## src/rtl/uart_pkg.sv

```systemverilog
// rtl/uart_pkg.sv - shared types and sizing helpers for the UART transmit feed path
package uart_pkg;

  // Sequencer states for feeding bytes into TX_FSM
  typedef enum logic [1:0] {
    IDLE  = 2'd0,
    START = 2'd1,
    BUSY  = 2'd2
  } tx_feed_state_e;

  // Pointer width for a power-of-two FIFO; never narrower than one bit
  function automatic int FIFO_PTR_W(input int depth);
    int w;
    w = 1;
    for (int i = 1; i < 31; i++) begin
      if ((1 << i) < depth) w = i + 1;
    end
    return w;
  endfunction

endpackage

```

## src/rtl/tx_fifo_mem.sv

```systemverilog
// rtl/tx_fifo_mem.sv - transmit byte storage with pointers, occupancy and sticky overflow
module tx_fifo_mem
  import uart_pkg::*;
#(
  parameter int DATA_BITS  = 8,
  parameter int FIFO_DEPTH = 8
) (
  input  logic                               i_clk,
  input  logic                               i_rst,
  input  logic                               i_wr_en,
  input  logic [DATA_BITS-1:0]               i_wr_data,
  input  logic                               i_pop,
  input  logic                               i_flush,
  output logic [DATA_BITS-1:0]               o_head,
  output logic [$clog2(FIFO_DEPTH+1)-1:0]    o_count,
  output logic                               o_empty,
  output logic                               o_full,
  output logic                               o_overflow
);

  localparam int PW = FIFO_PTR_W(FIFO_DEPTH);
  localparam int CW = $clog2(FIFO_DEPTH + 1);
  localparam logic [CW-1:0] DEPTH_C = CW'(FIFO_DEPTH);

  logic [DATA_BITS-1:0] r_mem [FIFO_DEPTH];
  logic [PW-1:0]        r_wr_ptr;
  logic [PW-1:0]        r_rd_ptr;
  logic [CW-1:0]        r_count;
  logic                 r_overflow;

  logic w_full;
  logic w_empty;
  logic w_do_pop;
  logic w_wr_ok;
  logic w_do_wr;

  assign w_full   = (r_count == DEPTH_C);
  assign w_empty  = (r_count == '0);
  // Flush outranks both sides: nothing moves on a flush edge
  assign w_do_pop = i_pop && !w_empty && !i_flush;
  // A full FIFO still takes a byte when the head leaves on the same edge
  assign w_wr_ok  = !w_full || w_do_pop;
  assign w_do_wr  = i_wr_en && !i_flush && w_wr_ok;

  // Storage array; contents are don't-care until pointed at, so no reset
  always_ff @(posedge i_clk) begin
    if (i_rst && w_do_wr) begin
      r_mem[r_wr_ptr] <= i_wr_data;
    end
  end

  // Pointers, occupancy and sticky overflow flag
  always_ff @(posedge i_clk) begin
    if (!i_rst) begin
      r_wr_ptr   <= '0;
      r_rd_ptr   <= '0;
      r_count    <= '0;
      r_overflow <= 1'b0;
    end else if (i_flush) begin
      r_wr_ptr   <= '0;
      r_rd_ptr   <= '0;
      r_count    <= '0;
      r_overflow <= 1'b0;
    end else begin
      if (w_do_wr) begin
        r_wr_ptr <= r_wr_ptr + 1'b1;
      end
      if (w_do_pop) begin
        r_rd_ptr <= r_rd_ptr + 1'b1;
      end
      if (w_do_wr && !w_do_pop) begin
        r_count <= r_count + 1'b1;
      end else if (w_do_pop && !w_do_wr) begin
        r_count <= r_count - 1'b1;
      end
      if (i_wr_en && !w_wr_ok) begin
        r_overflow <= 1'b1;
      end
    end
  end

  assign o_head     = r_mem[r_rd_ptr];
  assign o_count    = r_count;
  assign o_empty    = w_empty;
  assign o_full     = w_full;
  assign o_overflow = r_overflow;

endmodule

```

## src/rtl/tx_fifo_ctrl.sv

```systemverilog
// rtl/tx_fifo_ctrl.sv - transmit FIFO and start/busy sequencer in front of TX_FSM
module tx_fifo_ctrl
  import uart_pkg::*;
#(
  parameter int DATA_BITS  = 8,
  parameter int FIFO_DEPTH = 8
) (
  input  logic                               Clk,
  input  logic                               Rst,
  input  logic                               Tx_Write,
  input  logic [DATA_BITS-1:0]               Tx_Wr_Data,
  input  logic                               Tx_Flush,
  input  logic                               Tx_Busy,
  output logic [DATA_BITS-1:0]               Tx_Data_Out,
  output logic                               Transmit_Start_Out,
  output logic                               Tx_FIFO_Empty,
  output logic                               Tx_FIFO_Full,
  output logic                               Tx_FIFO_Overflow,
  output logic [$clog2(FIFO_DEPTH+1)-1:0]    Tx_Count,
  output logic                               Tx_Idle
);

  localparam int CW = $clog2(FIFO_DEPTH + 1);

  tx_feed_state_e       r_state;
  logic [DATA_BITS-1:0] r_data;
  logic                 r_start;

  logic [DATA_BITS-1:0] w_head;
  logic [CW-1:0]        w_count;
  logic                 w_empty;
  logic                 w_full;
  logic                 w_overflow;
  logic                 w_pop;

  // Only pop when the transmitter is free and no flush is wiping the queue
  assign w_pop = (r_state == IDLE) && !w_empty && !Tx_Busy && !Tx_Flush;

  tx_fifo_mem #(
    .DATA_BITS  (DATA_BITS),
    .FIFO_DEPTH (FIFO_DEPTH)
  ) u_mem (
    .i_clk      (Clk),
    .i_rst      (Rst),
    .i_wr_en    (Tx_Write),
    .i_wr_data  (Tx_Wr_Data),
    .i_pop      (w_pop),
    .i_flush    (Tx_Flush),
    .o_head     (w_head),
    .o_count    (w_count),
    .o_empty    (w_empty),
    .o_full     (w_full),
    .o_overflow (w_overflow)
  );

  // Feed sequencer: latch head on pop, raise start until TX_FSM reports busy,
  // then wait for busy to drop before the next pop
  always_ff @(posedge Clk) begin
    if (!Rst) begin
      r_state <= IDLE;
      r_data  <= '0;
      r_start <= 1'b0;
    end else begin
      case (r_state)
        IDLE: begin
          if (w_pop) begin
            r_data  <= w_head;
            r_start <= 1'b1;
            r_state <= START;
          end
        end
        START: begin
          if (Tx_Busy) begin
            r_start <= 1'b0;
            r_state <= BUSY;
          end
        end
        BUSY: begin
          if (!Tx_Busy) begin
            r_state <= IDLE;
          end
        end
        default: begin
          r_start <= 1'b0;
          r_state <= IDLE;
        end
      endcase
    end
  end

  assign Tx_Data_Out        = r_data;
  assign Transmit_Start_Out = r_start;
  assign Tx_FIFO_Empty      = w_empty;
  assign Tx_FIFO_Full       = w_full;
  assign Tx_FIFO_Overflow   = w_overflow;
  assign Tx_Count           = w_count;
  assign Tx_Idle            = w_empty && (r_state == IDLE) && !Tx_Busy;

endmodule

```

## config.mk

```make
export PLATFORM = sky130hd
export DESIGN_NAME = tx_fifo_ctrl
export DESIGN_NICKNAME = d
export VERILOG_FILES = /design/src/rtl/uart_pkg.sv /design/src/rtl/tx_fifo_mem.sv /design/src/rtl/tx_fifo_ctrl.sv
export SDC_FILE = /design/constraint.sdc
export NUM_CORES = 1
export LEC_CHECK = 0
export CELL_PAD_IN_SITES_DETAIL_PLACEMENT = 0
export CELL_PAD_IN_SITES_GLOBAL_PLACEMENT = 1
export CORE_ASPECT_RATIO = 1.5
export CORE_MARGIN = 2
export CORE_UTILIZATION = 30
export DETAILED_ROUTE_END_ITERATION = 8
export PLACE_DENSITY = 0.56
export SLEW_MARGIN = 30
export SYNTH_ARGS = -nofsm -noshare
export SYNTH_HDL_FRONTEND = slang
export SYNTH_SLANG_ARGS = --single-unit
```

## constraint.sdc

```tcl
create_clock -name Clk -period 5.3 [get_ports Clk]
set_input_delay 0.53 -clock Clk [delete_from_list [all_inputs] [get_ports Clk]]
set_output_delay 0.53 -clock Clk [all_outputs]
set_load 0.1 [all_outputs]
```

==> impl_metrics.tcl <==
set metrics [dict create \
    outcome "completed" \
    cts_sinks 86 \
    worst_slew_pin_slew_ns 0.973 \
    critical_path_class "in2out" \
    io_buffers 29 \
    final_cells 403 \
    grt_pass1_vias 1971 \
    drt-initial-drc-count 54 \
    cp-start-kind "primary input" \
    area_delta_synth_final_pct 21.0 \
    worstPathMaxFanout 5 \
    cts_buffer_depth 2 \
    critPathArrivalTime_ns 2.67 \
    dieArea_um2 12400 \
    hp-class "reg2reg" \
    finalHoldViolCount 0 \
    power_density_nw_per_um2 359 \
    ys_warn_count 0 \
    die_height_um 135 \
    htree_levels 3 \
    grt_pass1_wl_mm 11.0 \
    syn_nets 239 \
    ioPinCount 30 \
    internal_power_uw 1140 \
    first_pass_iters 4 \
    antenna_cells 0 \
    vias_per_cell 4.68 \
    gr-total-overflow 0 \
    crit_required_ns 4.77 \
    synth-main-ff-cell "edfxtp_1" \
    maxCapViolCount 0 \
    ant_nets 0 \
    fin_total_pwr_uw 1500 \
    avgRoutedWirePerCell_um 17.2 \
    start_util 0.310 \
    cts_setup_buffers 0 \
    drive_gt1_frac 0.168 \
    die_w_um 91.5 \
    cts_made_buffers 9 \
    yosysSeqAreaShare 0.686 \
    setup_viol 0 \
    p_sw_uw 358 \
    wl_mm 6.95 \
    slew_headroom 0.349 \
    synth_area_um2 3440 \
    sw_frac_of_total 0.239 \
    design.core.area_um2 11100 \
    grt_max_degree 20 \
    ys_top_cells_by_area "edfxtp_1 (56%), dfxtp_1 (13%), mux4_2 (10%), nand2_1 (2.4%), nor2_1 (2.2%)" \
    rsz0062_at_grt "no" \
    tritoncts "built" \
    maxSlewViolCount 0 \
    synth.largest_area_cell "edfxtp_1" \
    setup_tns_ns 0 \
    dp_hpwl_mm 4.79 \
    synth_common_cells "edfxtp_1 (64), dfxtp_1 (22), nand2_1 (22), nor2_1 (20), mux4_2 (16)" \
    pwr-share-seq 0.495 \
    fin_worst_skew_ns 0.00750 \
    nets 270 \
    post-route-min-period_ns 3.20 \
    fp-row-count 47 \
    syn_avg_cell_area_um2 15.7 \
    grt_busiest_layer "met2" \
    holdBufCountCts 0 \
    track_usage 0.122 \
    place_ws_ns 2.01 \
    max_freq_mhz 313 \
    fill_cells 1063 \
    place_congestion 0.773 \
    endpoint_kind "primary output" \
    cts_resized 0 \
    leakagePower_uw 0.00135 \
    fin_ws_ns 2.10 \
    antenna_found_initial 0 \
    via_count 1885 \
    grt_use_met2 0.208 \
    synth_edf_count 64 \
    synth_top_area_frac 0.558 \
    drc 0 \
    finalCritPeriodShare 0.604 \
    gr-usage-met3 0.0301 \
    ys_ff_latch 86 \
    synth_cells 220 \
    clockRootBuffer "clkbuf_16" \
    clk_latency_ns 0.33 \
    placed_cells 387 \
    peakVddDrop_mv 0.134 \
    pwr-share-clk 0.402 \
    yosysMostFrequentCell "edfxtp_1" \
    async_flop_share 0 \
    grt.met1_usage 0.139 \
    synth.distinct_cells 40 \
    clkTransAtPathRegs_ns 0.06 \
    combinationalPowerShare 0.102 \
]
==> worst paths after layout <==
path	start	end	slack, ns	cells past startpoint
worst max-delay path	Tx_Busy	Tx_Idle	2.10	4
worst min-delay path	Transmit_Start_Out	Transmit_Start_Out	0.49	2
worst max register to register	u_mem.o_count[0]	u_mem.o_count[3]	2.61	10
worst min register to register	Transmit_Start_Out	Transmit_Start_Out	0.49	2
==> cell usage in the layout (no fill, tap or decap), types with 2 or more instances in the layout <==
master	n
edfxtp_1	64
clkdlybuf4s50_1	29
dfxtp_1	22
nand2_1	22
nor2_1	16
mux4_2	16
o21ai_0	9
a31oi_1	9
clkbuf_16	9
ha_1	5
nor2_2	4
xor2_1	4
inv_1	3
nand2b_1	3
clkinv_1	3
a21oi_1	3
nand3_1	3
nor3_2	2
clkinv_2	2
xnor2_1	2
mux2i_1	2
a21boi_0	2
clkbuf_1	2
==> through the flow <==
| step | hold slack (ns) | utilization | cell area (µm²) |
|---|---|---|---|
| after detailed placement | 0.497 | 0.349 | 3870 |
| final | 0.492 | 0.375 | 4170 |
| after global routing | 0.535 | 0.375 | 4170 |
| after global placement | 0.518 | 0.349 | 3870 |
| after floorplan | 0.492 | - | 3440 |
| after CTS | 0.505 | 0.374 | 4160 |
==> critical path, cell delays in order <==
cell             delay [ns]
clkdlybuf4s50_1        0.50
or3_1                  0.40
nor2_1                 0.11
clkdlybuf4s50_1        1.13
==> kinds of logic after synthesis <==
logic type                 count (synthesis)  synth area share
DFF                                       86             0.686
and+or+nand+nor                           60            0.0861
AOI/OAI and AO/OA                         28            0.0501
muxes                                     18             0.110
buffers and inverters                     15            0.0236
xor gates and xnor gates                   7            0.0200
adders and majority gates                  6            0.0240
==> per-layer routing <==
metal | up-vias | wire [µm]
met4 | 0 | 210
li1 | 892 | -
met2 | 30 | 3600
met3 | 14 | 201
met5 | - | 0
met1 | 949 | 2940
==> area by class of cell <==
cell class,count,area (µm²),area share
Tap cell,147,184,0.0441
Clock buffer,11,233,0.0558
Sequential cell,86,2360,0.567
Clock inverter,5,50.0,0.0120
Multi-Input combinational cell,119,1020,0.245
Timing Repair Buffer,30,298,0.0715
Inverter,5,20.0,0.00480
==> sequential cells by signal, indices dropped and copies added, names as in the netlist <==
signal and cells:
u_mem.o_overflow 1, u_mem.o_count 4, Tx_Data_Out 8, u_mem.r_mem 64, u_mem.r_wr_ptr 3, u_mem.r_rd_ptr 3
Transmit_Start_Out 1, r_state 2
==> power by group through the flow <==
| stage | Combinational, µW | Clock (µW) | Sequential, µW |
|---|---|---|---|
| floorplan | 68.6 | 0 | 798 |
| global placement | 154 | 0 | 757 |
| detailed placement | 155 | 0 | 757 |
| CTS | 155 | 619 | 742 |
| global route | 163 | 645 | 743 |
| finish | 153 | 603 | 742 |
No activity file was read; power rests on OpenSTA's default activity.
